--- src/rtl/cpi_rx_packer.sv ---
// cpi_rx_packer: packs 8/16-bit camera samples into 32-bit little-endian
// words for the uDMA RX linear channel. On end of frame it emits a zero-padded
// partial word. It also counts the words of the current and the last frame.
//
// state    | meaning
// ---------+-----------------------------------------------------------------
// ST_FILL  | accepting samples into acc; a completing sample loads the output
// ST_FLUSH | one residue byte is left after a halfword overflowed the last word
//
// Invariant: acc byte lanes at or above fill are always zero. Because of this,
// a partial last word has zero upper lanes without any extra masking.
module cpi_rx_packer #(
    parameter int WCNT_WIDTH = 16
) (
    input  logic                  clk_i,
    input  logic                  rstn_i,
    input  logic                  cfg_en_i,
    input  logic                  cfg_clr_i,
    input  logic [15:0]           in_data_i,
    input  logic [1:0]            in_datasize_i,
    input  logic                  in_last_i,
    input  logic                  in_valid_i,
    output logic                  in_ready_o,
    output logic [31:0]           out_data_o,
    output logic [1:0]            out_datasize_o,
    output logic [2:0]            out_bytes_o,
    output logic                  out_last_o,
    output logic                  out_valid_o,
    input  logic                  out_ready_i,
    output logic                  frame_done_o,
    output logic [WCNT_WIDTH-1:0] cur_words_o,
    output logic [WCNT_WIDTH-1:0] last_words_o
);

    typedef enum logic {ST_FILL, ST_FLUSH} state_t;

    state_t      state;
    logic [31:0] acc;
    logic [1:0]  fill;

    logic [2:0]  size;
    logic [2:0]  sum;
    logic        completes;
    logic        overflow;
    logic        slot_free;
    logic        accept;
    logic        out_hs;
    logic [47:0] new_bytes;
    logic [47:0] merged;

    assign out_datasize_o = 2'b10;

    // Sample sizing, lane merge and the accept/backpressure decision.
    // rstn_i gates in_ready_o so that it reads 0 while reset is asserted.
    always_comb begin
        size       = (in_datasize_i == 2'b00) ? 3'd1 : 3'd2;
        sum        = {1'b0, fill} + size;
        completes  = sum[2] | in_last_i;
        overflow   = (sum > 3'd4);
        slot_free  = !out_valid_o | out_ready_i;
        in_ready_o = rstn_i & cfg_en_i & !cfg_clr_i & (state == ST_FILL)
                     & (!completes | slot_free);
        accept     = in_valid_i & in_ready_o;
        out_hs     = out_valid_o & out_ready_i;
        new_bytes  = (size == 3'd1) ? {40'd0, in_data_i[7:0]} : {32'd0, in_data_i};
        merged     = {16'd0, acc} | (new_bytes << {fill, 3'b000});
    end

    // Accumulator, output register, FSM and frame statistics.
    always_ff @(posedge clk_i or negedge rstn_i) begin
        if (!rstn_i) begin
            state        <= ST_FILL;
            acc          <= '0;
            fill         <= '0;
            out_data_o   <= '0;
            out_bytes_o  <= '0;
            out_last_o   <= 1'b0;
            out_valid_o  <= 1'b0;
            frame_done_o <= 1'b0;
            cur_words_o  <= '0;
            last_words_o <= '0;
        end else if (cfg_clr_i) begin
            state        <= ST_FILL;
            acc          <= '0;
            fill         <= '0;
            out_valid_o  <= 1'b0;
            out_last_o   <= 1'b0;
            frame_done_o <= 1'b0;
            cur_words_o  <= '0;
        end else begin
            frame_done_o <= 1'b0;
            if (out_hs) begin
                out_valid_o <= 1'b0;
                out_last_o  <= 1'b0;
                if (out_last_o) begin
                    frame_done_o <= 1'b1;
                    last_words_o <= cur_words_o + WCNT_WIDTH'(1);
                    cur_words_o  <= '0;
                end else begin
                    cur_words_o  <= cur_words_o + WCNT_WIDTH'(1);
                end
            end
            // A reload in the same cycle as a handshake overrides the clear
            // above, so back-to-back words leave no bubble on out_valid_o.
            if (accept) begin
                if (completes) begin
                    out_data_o  <= merged[31:0];
                    out_bytes_o <= sum[2] ? 3'd4 : sum;
                    out_valid_o <= 1'b1;
                    if (in_last_i && overflow) begin
                        out_last_o <= 1'b0;
                        acc        <= {24'd0, merged[39:32]};
                        fill       <= 2'd1;
                        state      <= ST_FLUSH;
                    end else if (in_last_i) begin
                        out_last_o <= 1'b1;
                        acc        <= '0;
                        fill       <= '0;
                    end else begin
                        out_last_o <= 1'b0;
                        acc        <= {24'd0, merged[39:32]};
                        fill       <= sum[1:0];
                    end
                end else begin
                    acc  <= merged[31:0];
                    fill <= sum[1:0];
                end
            end else if (state == ST_FLUSH && cfg_en_i && slot_free) begin
                out_data_o  <= {24'd0, acc[7:0]};
                out_bytes_o <= 3'd1;
                out_last_o  <= 1'b1;
                out_valid_o <= 1'b1;
                acc         <= '0;
                fill        <= '0;
                state       <= ST_FILL;
            end
        end
    end

endmodule
--- config.mk ---
export PLATFORM = sky130hd
export DESIGN_NAME = cpi_rx_packer
export DESIGN_NICKNAME = d
export VERILOG_FILES = /design/src/rtl/cpi_rx_packer.sv
export SDC_FILE = /design/constraint.sdc
export NUM_CORES = 1
export LEC_CHECK = 0
export ABC_AREA = 0
export ABC_CLOCK_PERIOD_IN_PS = 2150
export CORE_ASPECT_RATIO = 1.2
export CORE_MARGIN = 8
export CORE_UTILIZATION = 30
export CTS_CLUSTER_SIZE = 10
export DETAILED_ROUTE_END_ITERATION = 8
export HOLD_SLACK_MARGIN = 0.15
export PLACE_DENSITY = 0.58
export SYNTH_ARGS = -nofsm -noshare
export SYNTH_HDL_FRONTEND = slang
export SYNTH_SLANG_ARGS = --single-unit
--- constraint.sdc ---
create_clock -name clk_i -period 2.15 [get_ports clk_i]
set_input_delay 0.3225 -clock clk_i [delete_from_list [all_inputs] [get_ports clk_i]]
set_output_delay 0.3225 -clock clk_i [all_outputs]
set_load 0.005 [all_outputs]
==> reports/results.txt <==
The run finished with clean final reports. The pre-antenna-repair detailed-routing pass consisted of 4 iterations. The global routing usage summed across all routing layers came out at 0.1402. The tools report the cell area after synthesis as 5264 µm². In this run the worst path has a maximum fanout of 2.

The proportion of netlist area held by the largest area contributor is 0.4992. The number of warnings reported in the yosys synthesis log was 0. Input and output buffers added on the ports amount to 95.

The layout cell share with drive strength beyond 1 is 0.1514, and the routing usage on met1 is 0.1801. The tools report the endpoint of the worst hold path as last_words_o[1]. For the die area, the log shows 22060 µm². The final antenna-violating net count is 0, and the last weighted congestion value of the routability-driven placer is 0.8150.

Launch point of the worst hold path: last_words_o[1]. The fraction of synthesis flops using an asynchronous set or reset pin was 1.000; the post-route clock period utilization was 0.9624. For the count of pins on the block boundary, the log shows 98. The met3 capacity usage during global routing came out at 0.02952.

The initial standard-cell utilization of the core is 0.3030, and the worst-case headroom to the max-slew limit is 0.4436. After floorplanning, the core was divided into 53 placement rows. For this design the ratio of total power to cell area is 656.3 nW/µm².

For this run, the slowest stage of the critical path takes 0.44 ns. STA classifies the critical path startpoint as a flip-flop. Walking the worst path, the cells encountered are inv_8 -> nor2_4 -> fa_2 -> or2_4 -> a21boi_2 -> buf_2. The count of final hold-check violations came out at 0. For the count of unresolved DRC violations after routing, the log shows 0. The number of instances in the synthesized netlist is 511. The capturing point of the worst reg2reg path is fill[0].

The number of clock buffers added by TritonCTS is 9. Number of cells on the worst hold path: 2. After clock tree synthesis, the clock-pin slew on the worst setup and hold paths is 0.07 ns. The cell taking the most area after synthesis was sky130_fd_sc_hd__dfrtp_1. The peak-usage layer in the global routing report was met2.

The net count reported at finish is 656, and the measured slew at the worst slew-check pin is 0.8332 ns. The detailed-route wire length per cell is 17.65 µm, and the via count of the first global-routing pass is 4489. In this run the horizontal extent of the chip is 136.9 µm.

Kind of critical path: reg -> out. The vias per cell came out at 5.184. Initial antenna violation count: 0. Fill cells in the final layout number 1702. Clock tree synthesis found a total of 105 sinks. For the highest attainable clock frequency, the log shows 483.3 MHz. The worst register-to-register path begins at fill[0]. The tools report the number of pins exceeding their max-slew limit in the final report as 0. The most used flip-flop cell after synthesis is sky130_fd_sc_hd__dfrtp_1. The commonest cells after synthesis are 105 x sky130_fd_sc_hd__dfrtp_1, 38 x sky130_fd_sc_hd__o21ai_0, 36 x sky130_fd_sc_hd__a21oi_1, 36 x sky130_fd_sc_hd__nand2_1, 30 x sky130_fd_sc_hd__o2bb2ai_1. The tools report the total length of routed wires as 15.07 mm.

For flop-to-flop paths, the worst setup slack is 0.08 ns. The number of synthesized register bits is 105, and the area added between synthesis and finish is 34.23%. Dividing the synthesized area by the synthesized cell count gives 10.30 µm².

The antenna diode count is 0, and the proportion of synthesized chip area in sequential cells is 0.4992. Clock latency on the worst-skew pair: 0.36 ns. The region available for standard cell placement spans 17370 µm². Entering global routing, the biggest net connects 73 pins. Setup repair after global routing left no endpoint under its margin. The synthesized design contains 0 enable-type register cells. Clock skew on the completed layout was measured at 0.009718 ns. The worst-case IR drop observed on VDD is 0.4035 mV. First-iteration detailed-routing DRC count: 267.

Summed over all failing endpoints, the final setup total negative slack is 0 ns. The met2 usage in global routing is 0.2275, and the total number of vias is 4427. In this run the worst setup path begins at fill[0].

The number of cells on the worst reg-to-reg path is 10. Total overflow reported by the global router: 0. The worst path needs 2.069 ns of the cycle, external delays included.

After detailed placement, the design holds a cell count of 836. The worst-case hold slack came out at 0.4791 ns. Path class of the lowest-slack min-delay path: reg -> reg. The first global-routing pass estimated 24.55 mm of wire.

For the static leakage, the log shows 2.997 nW. The tools report the final standard cell count with taps included and fillers excluded as 854. The final HPWL from detailed placement was 11.28 mm.

Number of levels the H-tree was split into: 3. The tools report the cell at the root of the clock tree as sky130_fd_sc_hd__clkbuf_16. The most common cell in the synthesized netlist is sky130_fd_sc_hd__dfrtp_1. TritonCTS built the clock tree. In this run the vertical extent of the chip is 161.1 µm. Setup violations remaining at the end of the flow were counted as 0. The run gives 1.83 ns as the required time of the critical path. The number of nets in the synthesized netlist is 538.

No sink is reached through more buffers than the 2 on the longest clock path. For the total of max-cap violations, the log shows 0. STA classifies the critical path endpoint as a primary output. At the worst endpoint, the arrival time is 1.75 ns. Ranked by total cell area, the synthesized netlist is headed by sky130_fd_sc_hd__dfrtp_1 50%, sky130_fd_sc_hd__o2bb2ai_1 5.0%, sky130_fd_sc_hd__o21ai_0 3.6%. The run gives 71 as the count of distinct cell types in the synthesized netlist. The largest individual stage delay along the critical path comes from the cell sky130_fd_sc_hd__dfrtp_2.
per-stage QoR:
step | power, mW | cell area, µm² | worst slack [ns] | util
2_1_floorplan | 2.484 | 5310 | 0.003037 | -
3_3_place_gp | 2.904 | 6686 | -0.6048 | 0.3848
3_5_place_dp | 2.916 | 6686 | -0.6142 | 0.3848
4_1_cts | 4.702 | 7043 | 0.009727 | 0.4054
5_1_grt | 4.852 | 7066 | 0.00002776 | 0.4067
6_report | 4.637 | 7066 | 0.08085 | 0.4067
worst max-delay path, delay by kind of cell, from the launching register on:
family	cells	cell delay, ns
AND/OR/NAND/NOR	2	0.30
AO/OA/AOI/OAI	1	0.11
buffers and inverters	2	0.21
adder cells (fa/ha/maj)	1	0.34
flip-flops	1	0.44
how the worst max path moves through the flow:
stage | end | slack, ns | cells after the start
floorplan | acc[3] | 0.003 | 9
global placement | in_ready_o | -0.60 | 7
detailed placement | out_data_o[3] | -0.61 | 10
CTS | in_ready_o | 0.01 | 6
global route | in_ready_o | 0.00003 | 6
finish | in_ready_o | 0.08 | 6
cell usage in the layout, fill, tap and decap left out, drive strengths merged, types with 5 or more instances in the layout:
cell type      instances
nor2                  26
a31oi                  6
a21oi                 36
a21boi                 5
nor3                  10
a22o                  10
nand3                 13
xor2                   7
clkbuf                11
a221oi                 7
o21ai                 38
a2bb2oi                9
dfrtp                105
clkdlybuf4s50         91
buf                   52
o21a                  13
o2bb2ai               30
nand2                 36
o31ai                  7
nand4                 12
inv                   20
or3                    5
mux2i                 10
logic make-up (layout without fill, tap and decap cells):
kind of cell / after synthesis / in the layout / synth area share
AO/OA/AOI/OAI: 186 / 186 / 0.2605
flip-flops: 105 / 105 / 0.4992
buffers and inverters: 56 / 179 / 0.05229
other: 2 / 2 / 0.001427
AND/OR/NAND/NOR: 137 / 137 / 0.1388
adder cells (fa/ha/maj): 2 / 2 / 0.006180
XOR/XNOR: 11 / 11 / 0.01830
multiplexers: 12 / 12 / 0.02329
state kept, by name, indices dropped and copies added (netlist names), 2 cells and up:
| register | cells |
|---|---|
| acc | 32 |
| cur_words_o | 16 |
| fill | 2 |
| last_words_o | 16 |
| out_bytes_o | 3 |
| out_data_o | 32 |
report_power, final:
group / internal [mW] / leakage (nW) / switching (mW)
Combinational: 0.386 / 1.42 / 0.321
Sequential: 2.09 / 1.42 / 0.0753
Clock: 0.988 / 0.159 / 0.774
layer usage:
layer | wire length [µm] | part of all wire | vias up
met5 | 0 | 0 | -
met1 | 6660 | 0.44 | 2175
met4 | 239 | 0.016 | 0
met3 | 694 | 0.046 | 15
met2 | 7477 | 0.50 | 98
li1 | - | - | 2139
cell type report:
cell class	instances	area [µm²]	share of cell area
Inverter	17	71.32	0.01009
Multi-Input combinational cell	350	2411	0.3412
Tap cell	220	275.3	0.03896
Timing Repair Buffer	146	1359	0.1923
Clock inverter	5	67.56	0.009563
Sequential cell	105	2629	0.3721
Clock buffer	11	252.7	0.03577
what timing repair did:
item,4_1_cts,5_1_grt
endpoints found under the setup margin,62,26
endpoints found under the hold margin,33,0
pin swaps,4,1
setup buffers,1,0
hold buffers,1,0
gates resized for setup,16,6
No activity file was read; power rests on OpenSTA's default activity.
